<file path="src/rtl/fifo_write_arbiter.sv">
// Round-robin burst arbiter in front of a single FIFO write port.
// Optional FIFO_ARB_STATS_EN adds beat/stall statistics counters.
module fifo_write_arbiter #(
    parameter int NUM_REQ   = 4,
    parameter int DATA_W    = 8,
    parameter int BURST_MAX = 4
) (
    input  logic                      clk,
    input  logic                      reset,
    input  logic [NUM_REQ-1:0]        req,
    input  logic [NUM_REQ*DATA_W-1:0] req_data,
    input  logic                      fifo_full,
    output logic [NUM_REQ-1:0]        gnt,
    output logic                      fifo_write_e,
    output logic [DATA_W-1:0]         fifo_data_in,
    output logic                      busy
`ifdef FIFO_ARB_STATS_EN
    ,
    output logic [15:0]               stat_beats,
    output logic [15:0]               stat_stalls
`endif
);

    localparam int IW = $clog2(NUM_REQ);
    localparam int CW = $clog2(BURST_MAX + 1);

    typedef enum logic {
        IDLE,
        BURST
    } state_t;

    state_t            state_q, state_d;
    logic [NUM_REQ-1:0] gnt_d;
    logic [IW-1:0]     owner_q, owner_d;
    logic [IW-1:0]     last_q, last_d;
    logic [CW-1:0]     cnt_q, cnt_d;
    logic [IW-1:0]     scan_base;
    logic [IW-1:0]     scan_idx;
    logic [IW-1:0]     pick_idx;
    logic              pick_ok;
    logic              own_req;
    logic              accept;
    logic              last_beat;
    logic              rel;

    assign busy         = (state_q == BURST);
    assign own_req      = req[owner_q];
    assign accept       = busy & own_req & ~fifo_full;
    assign last_beat    = (cnt_q == CW'(BURST_MAX - 1));
    assign rel          = busy & (~own_req | (accept & last_beat));
    assign scan_base    = rel ? owner_q : last_q;
    assign fifo_write_e = accept;
    assign fifo_data_in = busy ? req_data[owner_q*DATA_W +: DATA_W] : '0;

    // Scan upward from the entry after the previous owner; it ends on that owner
    always_comb begin
        pick_ok  = 1'b0;
        pick_idx = '0;
        scan_idx = '0;
        for (int i = 1; i <= NUM_REQ; i++) begin
            scan_idx = IW'((int'(scan_base) + i) % NUM_REQ);
            if (!pick_ok && req[scan_idx]) begin
                pick_ok  = 1'b1;
                pick_idx = scan_idx;
            end
        end
    end

    // Next-state: grant on pick, count beats, re-pick in the release cycle
    always_comb begin
        state_d = state_q;
        gnt_d   = gnt;
        owner_d = owner_q;
        last_d  = last_q;
        cnt_d   = cnt_q;
        unique case (state_q)
            IDLE: begin
                if (pick_ok) begin
                    state_d = BURST;
                    gnt_d   = NUM_REQ'(1) << pick_idx;
                    owner_d = pick_idx;
                    cnt_d   = '0;
                end
            end
            BURST: begin
                if (rel) begin
                    last_d = owner_q;
                    if (pick_ok) begin
                        gnt_d   = NUM_REQ'(1) << pick_idx;
                        owner_d = pick_idx;
                        cnt_d   = '0;
                    end else begin
                        state_d = IDLE;
                        gnt_d   = '0;
                        cnt_d   = '0;
                    end
                end else if (accept) begin
                    cnt_d = cnt_q + CW'(1);
                end
            end
        endcase
    end

    // State, grant and round-robin pointer registers
    always_ff @(posedge clk or negedge reset) begin
        if (!reset) begin
            state_q <= IDLE;
            gnt     <= '0;
            owner_q <= '0;
            last_q  <= IW'(NUM_REQ - 1);
            cnt_q   <= '0;
        end else begin
            state_q <= state_d;
            gnt     <= gnt_d;
            owner_q <= owner_d;
            last_q  <= last_d;
            cnt_q   <= cnt_d;
        end
    end

`ifdef FIFO_ARB_STATS_EN
    // Accepted-beat and full-stall counters, wrapping at 16 bits
    always_ff @(posedge clk or negedge reset) begin
        if (!reset) begin
            stat_beats  <= '0;
            stat_stalls <= '0;
        end else begin
            if (accept)
                stat_beats <= stat_beats + 16'd1;
            if (busy & own_req & fifo_full)
                stat_stalls <= stat_stalls + 16'd1;
        end
    end
`endif

endmodule
</file>
<file path="config.mk">
export PLATFORM = sky130hd
export DESIGN_NAME = fifo_write_arbiter
export DESIGN_NICKNAME = d
export VERILOG_FILES = /design/src/rtl/fifo_write_arbiter.sv
export SDC_FILE = /design/constraint.sdc
export NUM_CORES = 1
export LEC_CHECK = 0
export ABC_AREA = 0
export CORE_MARGIN = 5
export CORE_UTILIZATION = 38
export CTS_CLUSTER_SIZE = 10
export DETAILED_ROUTE_END_ITERATION = 10
export PLACE_DENSITY_LB_ADDON = 0.08
export SLEW_MARGIN = 20
export SYNTH_ARGS = -nofsm -noshare
export SYNTH_HDL_FRONTEND = slang
export SYNTH_SLANG_ARGS = --single-unit
</file>
<file path="constraint.sdc">
create_clock -name clk -period 4.5 [get_ports clk]
set_clock_uncertainty 0.05 [all_clocks]
set_input_delay 0.675 -clock clk [delete_from_list [all_inputs] [get_ports clk]]
set_output_delay 0.675 -clock clk [all_outputs]
set_load 0.02 [all_outputs]
</file>
# Yosys cells after proc, flatten, opt, wreduce, memory -nomap -nowiden
# Index checks and enable logic that the tools add are counted.
[classes]
n_addsub = 5
magnitude_cmp = 5
n_eq_ne = 4
shifts = 2
muxes = 34
bitwise_logic = 8
n_reduce_logical = 8
[op_table]
columns = ["operator", "n"]
rows = [
  ["variable part select 32 x 6 -> 8 bit", 1],
  ["less-than comparator 2 x 3 -> 1 bit, second input constant", 5],
  ["2-to-1 mux 2 bit", 7],
  ["2-to-1 mux 4 bit", 3],
  ["2-to-1 mux 1 bit", 11],
  ["binary-select mux 1 bit (select 2 bit)", 5],
  ["2-to-1 mux 3 bit", 3],
  ["2-to-1 mux 8 bit", 1],
  ["one-hot mux 4 bit (2 select lines)", 1],
  ["one-hot mux 3 bit (2 select lines)", 1],
  ["adder 2 x 1 -> 2 bit, second input constant", 2],
  ["adder 2 bit, second input constant", 2],
  ["bitwise AND 1 bit", 4],
  ["one-hot mux 2 bit (2 select lines)", 1],
  ["AND reduction 2 bit", 2],
  ["left shift 1 x 2 -> 4 bit, first input constant", 1],
  ["adder 3 x 1 -> 3 bit, second input constant", 1],
  ["equality test 3 x 2 -> 1 bit, second input constant", 1],
  ["logical AND 1 bit", 3],
  ["logical NOT 1 bit", 3],
  ["inequality test 3 x 1 -> 1 bit, second input constant", 1],
  ["inverter 1 bit", 3],
  ["inequality test 2 x 1 -> 1 bit, second input constant", 1],
  ["inequality test 2 bit, second input constant", 1],
  ["2 further kinds", 2],
]
[totals]
reg_bits = 12
word_cells = 71

# Longest topological paths before layout
[depth]
ltp_word = 25
ltp_mapped = 9

# Worst setup path after synthesis
# Ideal clock, no wire load.
[synth_timing]
path_type = "in2reg"
start = "in req[0]"
end = "reg gnt[3]"
arrival_ns = 2.120
path_slack_ns = 2.227
stages = 7
n_path_buf = 0
path_cell_list = "mux2_4 > nand3_2 > nand3_2 > mux2i_2 > mux2i_1 > a211oi_4 > o41ai_2"
[synth_between]
elab_chain_cells = 25
[synth_lines]
columns = ["item", "line", "source"]
rows = [
  ["start: declaration", "10", "input logic [NUM_REQ-1:0] req,"],
  ["binary-select mux 1 bit (select 2 bit)", "47", "assign own_req = req[owner_q];"],
  ["2-to-1 mux 1 bit (implied by the code)", "47", ""],
  ["bitwise AND 1 bit (2 in a row)", "48", "assign accept = busy & own_req & ~fifo_full;"],
  ["bitwise AND 1 bit", "50", "assign rel = busy & (~own_req | (accept & last_beat));"],
  ["bitwise OR 1 bit", "50", ""],
  ["bitwise AND 1 bit", "50", ""],
  ["2-to-1 mux 2 bit", "--", ""],
  ["adder 2 x 1 -> 2 bit", "61", "scan_idx = IW'((int'(scan_base) + i) % NUM_REQ);"],
  ["[... 8 more ...]", "--", ""],
  ["2-to-1 mux 1 bit", "62", "if (!pick_ok && req[scan_idx]) begin"],
  ["logical NOT 1 bit", "62", ""],
  ["logical AND 1 bit", "62", ""],
  ["2-to-1 mux 2 bit", "62", ""],
  ["left shift 1 x 2 -> 4 bit", "80, 89", ""],
  ["2-to-1 mux 4 bit", "88", "if (pick_ok) begin"],
  ["2-to-1 mux 4 bit", "86", "if (rel) begin"],
  ["one-hot mux 4 bit (2 select lines)", "76", "unique case (state_q)"],
  ["end signal: assignment", "114", "gnt <= gnt_d;"],
  ["end: declaration", "13", "output logic [NUM_REQ-1:0] gnt,"],
]
# Several ways; a longest one is shown, not always the timed one. The select of a mux whose other input is x is not followed.
# A chain may end at the register's enable or synchronous reset.

# Worst setup path in the final report
[layout_timing]
start = "in req[2]"
end = "out fifo_write_e"
[layout_between]
elab_chain_cells = 4
[layout_lines]
columns = ["item", "line", "source"]
rows = [
  ["binary-select mux 1 bit (select 2 bit)", "47", ""],
  ["2-to-1 mux 1 bit (implied by the code)", "47", ""],
  ["bitwise AND 1 bit (2 in a row)", "48", ""],
  ["end: declaration", "14", "output logic fifo_write_e,"],
]
# Every way passes these cells. The select of a mux whose other input is x is not followed.

==> results.cfg <==
[status]
status = finished, final reports clean

[synth]
synth_nets = 130
yosysWarnings = 0
yosys_register_bits = 12
syn_area_mm2 = 0.001031
synth_edf_count = 0
ys_async_sr_fraction = 1.000
avgSynthCellArea_um2 = 11.58
ys_seq_area_frac = 0.2937
ys_types = 40
synth-main-ff-cell = dfrtp_1
synthCells = 89

[timing]
period_share = 0.6881
fin_ws_ps = 1403
setup_viol = 0
grt_setup_unrepaired = false
hold_ws_ps = 434.6
tightestPinTransition_ps = 692.4
drv_slew = 0
final.setup.tns_ps = 0
report.final.hold_viol_count = 0
finalCriticalPeriod_ps = 3097
clock.fmax_ghz = 0.3229
relSlewSlack = 0.5384

[cells_and_area]
utilization = 0.6229
finalNetCount = 184
diodes = 0
drive_gt1_frac = 0.1986
layout.cells.non_filler = 171
nFillCells = 218
area_growth_pct = 53.76

[detailed_routing]
vias_per_cell = 5.181
drt_iter0_drc = 5
drcViolationCount = 0
routed_wl_um = 2576
wire_per_inst_um = 15.06
first_pass_iters = 4
final_antenna_net_count = 0
vias = 886

[critical_path]
cp_data_arrival_time_ps = 2370
crit_fanout = 5
path_class = primary input to output port
cp-end-kind = output port
cp.required_ps = 3770
start_kind = primary input

[pwr]
ir_worst_vdd_mv = 0.4487
cellLeakagePower_nw = 0.6457
p_per_area_mw_per_mm2 = 568.2

[cts]
cts_buffer_depth = 2
clock_latency_ps = 260
path_clk_slew_ps = 60
cts_resized = 0
cts_hold_buf = 0
post_cts_buffers = 0
clock-sinks = 12
ctsRootBufferMaster = clkbuf_4
cts_buffers = 3
htree_levels = 1
cts_tree = yes

[global_route]
grt_usage = 0.1388
grt_overflow = 0
antenna_found_initial = 0
grt_pass1_wl_um = 3995
grt_max_degree = 19
grt_pass1_vias = 884

[die]
die_x_um = 62.09
die_y_um = 62.09
io_pins = 53
num_rows = 18
start_util = 0.4051
core_mm2 = 0.002545
design.die.area_mm2 = 0.003855

[placed_design]
place_inst = 168
io_buffers = 52
gp_congestion = 0.7773
dp_hpwl_um = 2091
pre_cts_slack_ps = 1395

[min_path]
hp-class = register to register

[job]
maxCapViolations = 0
## final timing paths
check	startpoint	end	slack (ps)	cells past startpoint
max	req[2]	fifo_write_e	1400	6
min	gnt[1]$_DFFE_PN0P_	gnt[1]$_DFFE_PN0P_	430	2
max reg2reg	owner_q[0]$_DFFE_PN0P_	gnt[1]$_DFFE_PN0P_	1880	6
min reg2reg	gnt[1]$_DFFE_PN0P_	gnt[1]$_DFFE_PN0P_	430	2
max in group asynchronous	reset	last_q[0]$_DFFE_PN1P_	3330	1
min in group asynchronous	reset	gnt[2]$_DFFE_PN0P_	700	1
## routing by layer
metal | vias up | share of wire | GRT usage
met5 | - | 0 | 0
met4 | 0 | 0.0054 | 0.01818
met3 | 2 | 0.11 | 0.04752
met2 | 30 | 0.50 | 0.2470
met1 | 411 | 0.39 | 0.1652
li1 | 443 | - | -
## power by group
part,switching [W],internal (W),total [W]
Sequential,0.0000704,0.000157,0.000227
Clock,0.0000315,0.0000309,0.0000624
Combinational,0.000260,0.000351,0.000611
Total,0.000362,0.000539,0.000901
## cell type report
class                           count  area, µm²  share of cell area
Clock buffer                        3      22.52             0.01421
Inverter                            6      36.28             0.02289
Sequential cell                    12      302.8              0.1910
Tap cell                           30      37.54             0.02368
Timing Repair Buffer               52      520.5              0.3283
Multi-Input combinational cell     68      665.6              0.4199
## metrics by stage
| stage | instance area (µm²) | total power, W |
|---|---|---|
| 2_1_floorplan | 1031 | 0.0006637 |
| 3_3_place_gp | 1563 | 0.0008385 |
| 3_5_place_dp | 1563 | 0.0008513 |
| 4_1_cts | 1585 | 0.0009152 |
| 5_1_grt | 1585 | 0.0009749 |
| 6_report | 1585 | 0.0009008 |
## sequential cells by signal, summed over array words and instances (netlist names)
signal / cells
busy: 1
cnt_q: 3
gnt: 4
last_q: 2
owner_q: 2
## critical path, cell delays in order
cell             delay (ps)
clkdlybuf4s50_1         460
mux2_4                  310
or2_1                   230
o211ai_1                100
nor2_1                   60
clkdlybuf4s50_1         540
## cell usage after synthesis, types with 2 or more instances
cell type	instances	area share
mux2_4	3	0.044
o21ai_0	2	0.0097
or2_1	2	0.012
dfstp_2	2	0.051
a22o_1	2	0.017
nor2_1	4	0.015
ha_1	2	0.024
dfrtp_1	10	0.24
mux2i_1	2	0.019
nand3_2	3	0.029
and2_1	8	0.049
inv_1	5	0.018
o21ai_1	3	0.015
nand2_1	8	0.029
mux4_2	8	0.17
## placed cells by master (no fill, tap or decap), drive strengths merged, types with 3 or more instances in the layout
cell	instances
mux2	4
inv	5
clkdlybuf4s50	52
nand3	3
clkbuf	3
mux2i	3
mux4	8
o21ai	5
dfrtp	10
nand2	8
nor2	4
or2	3
and2	8
## cell families after synthesis
logic type,share of synthesized area
flops,0.2937
mux,0.2621
simple gates,0.1845
compound gates,0.1748
buf+inv,0.06068
fa+ha+maj,0.02427
(Power assumes the default switching activity.)
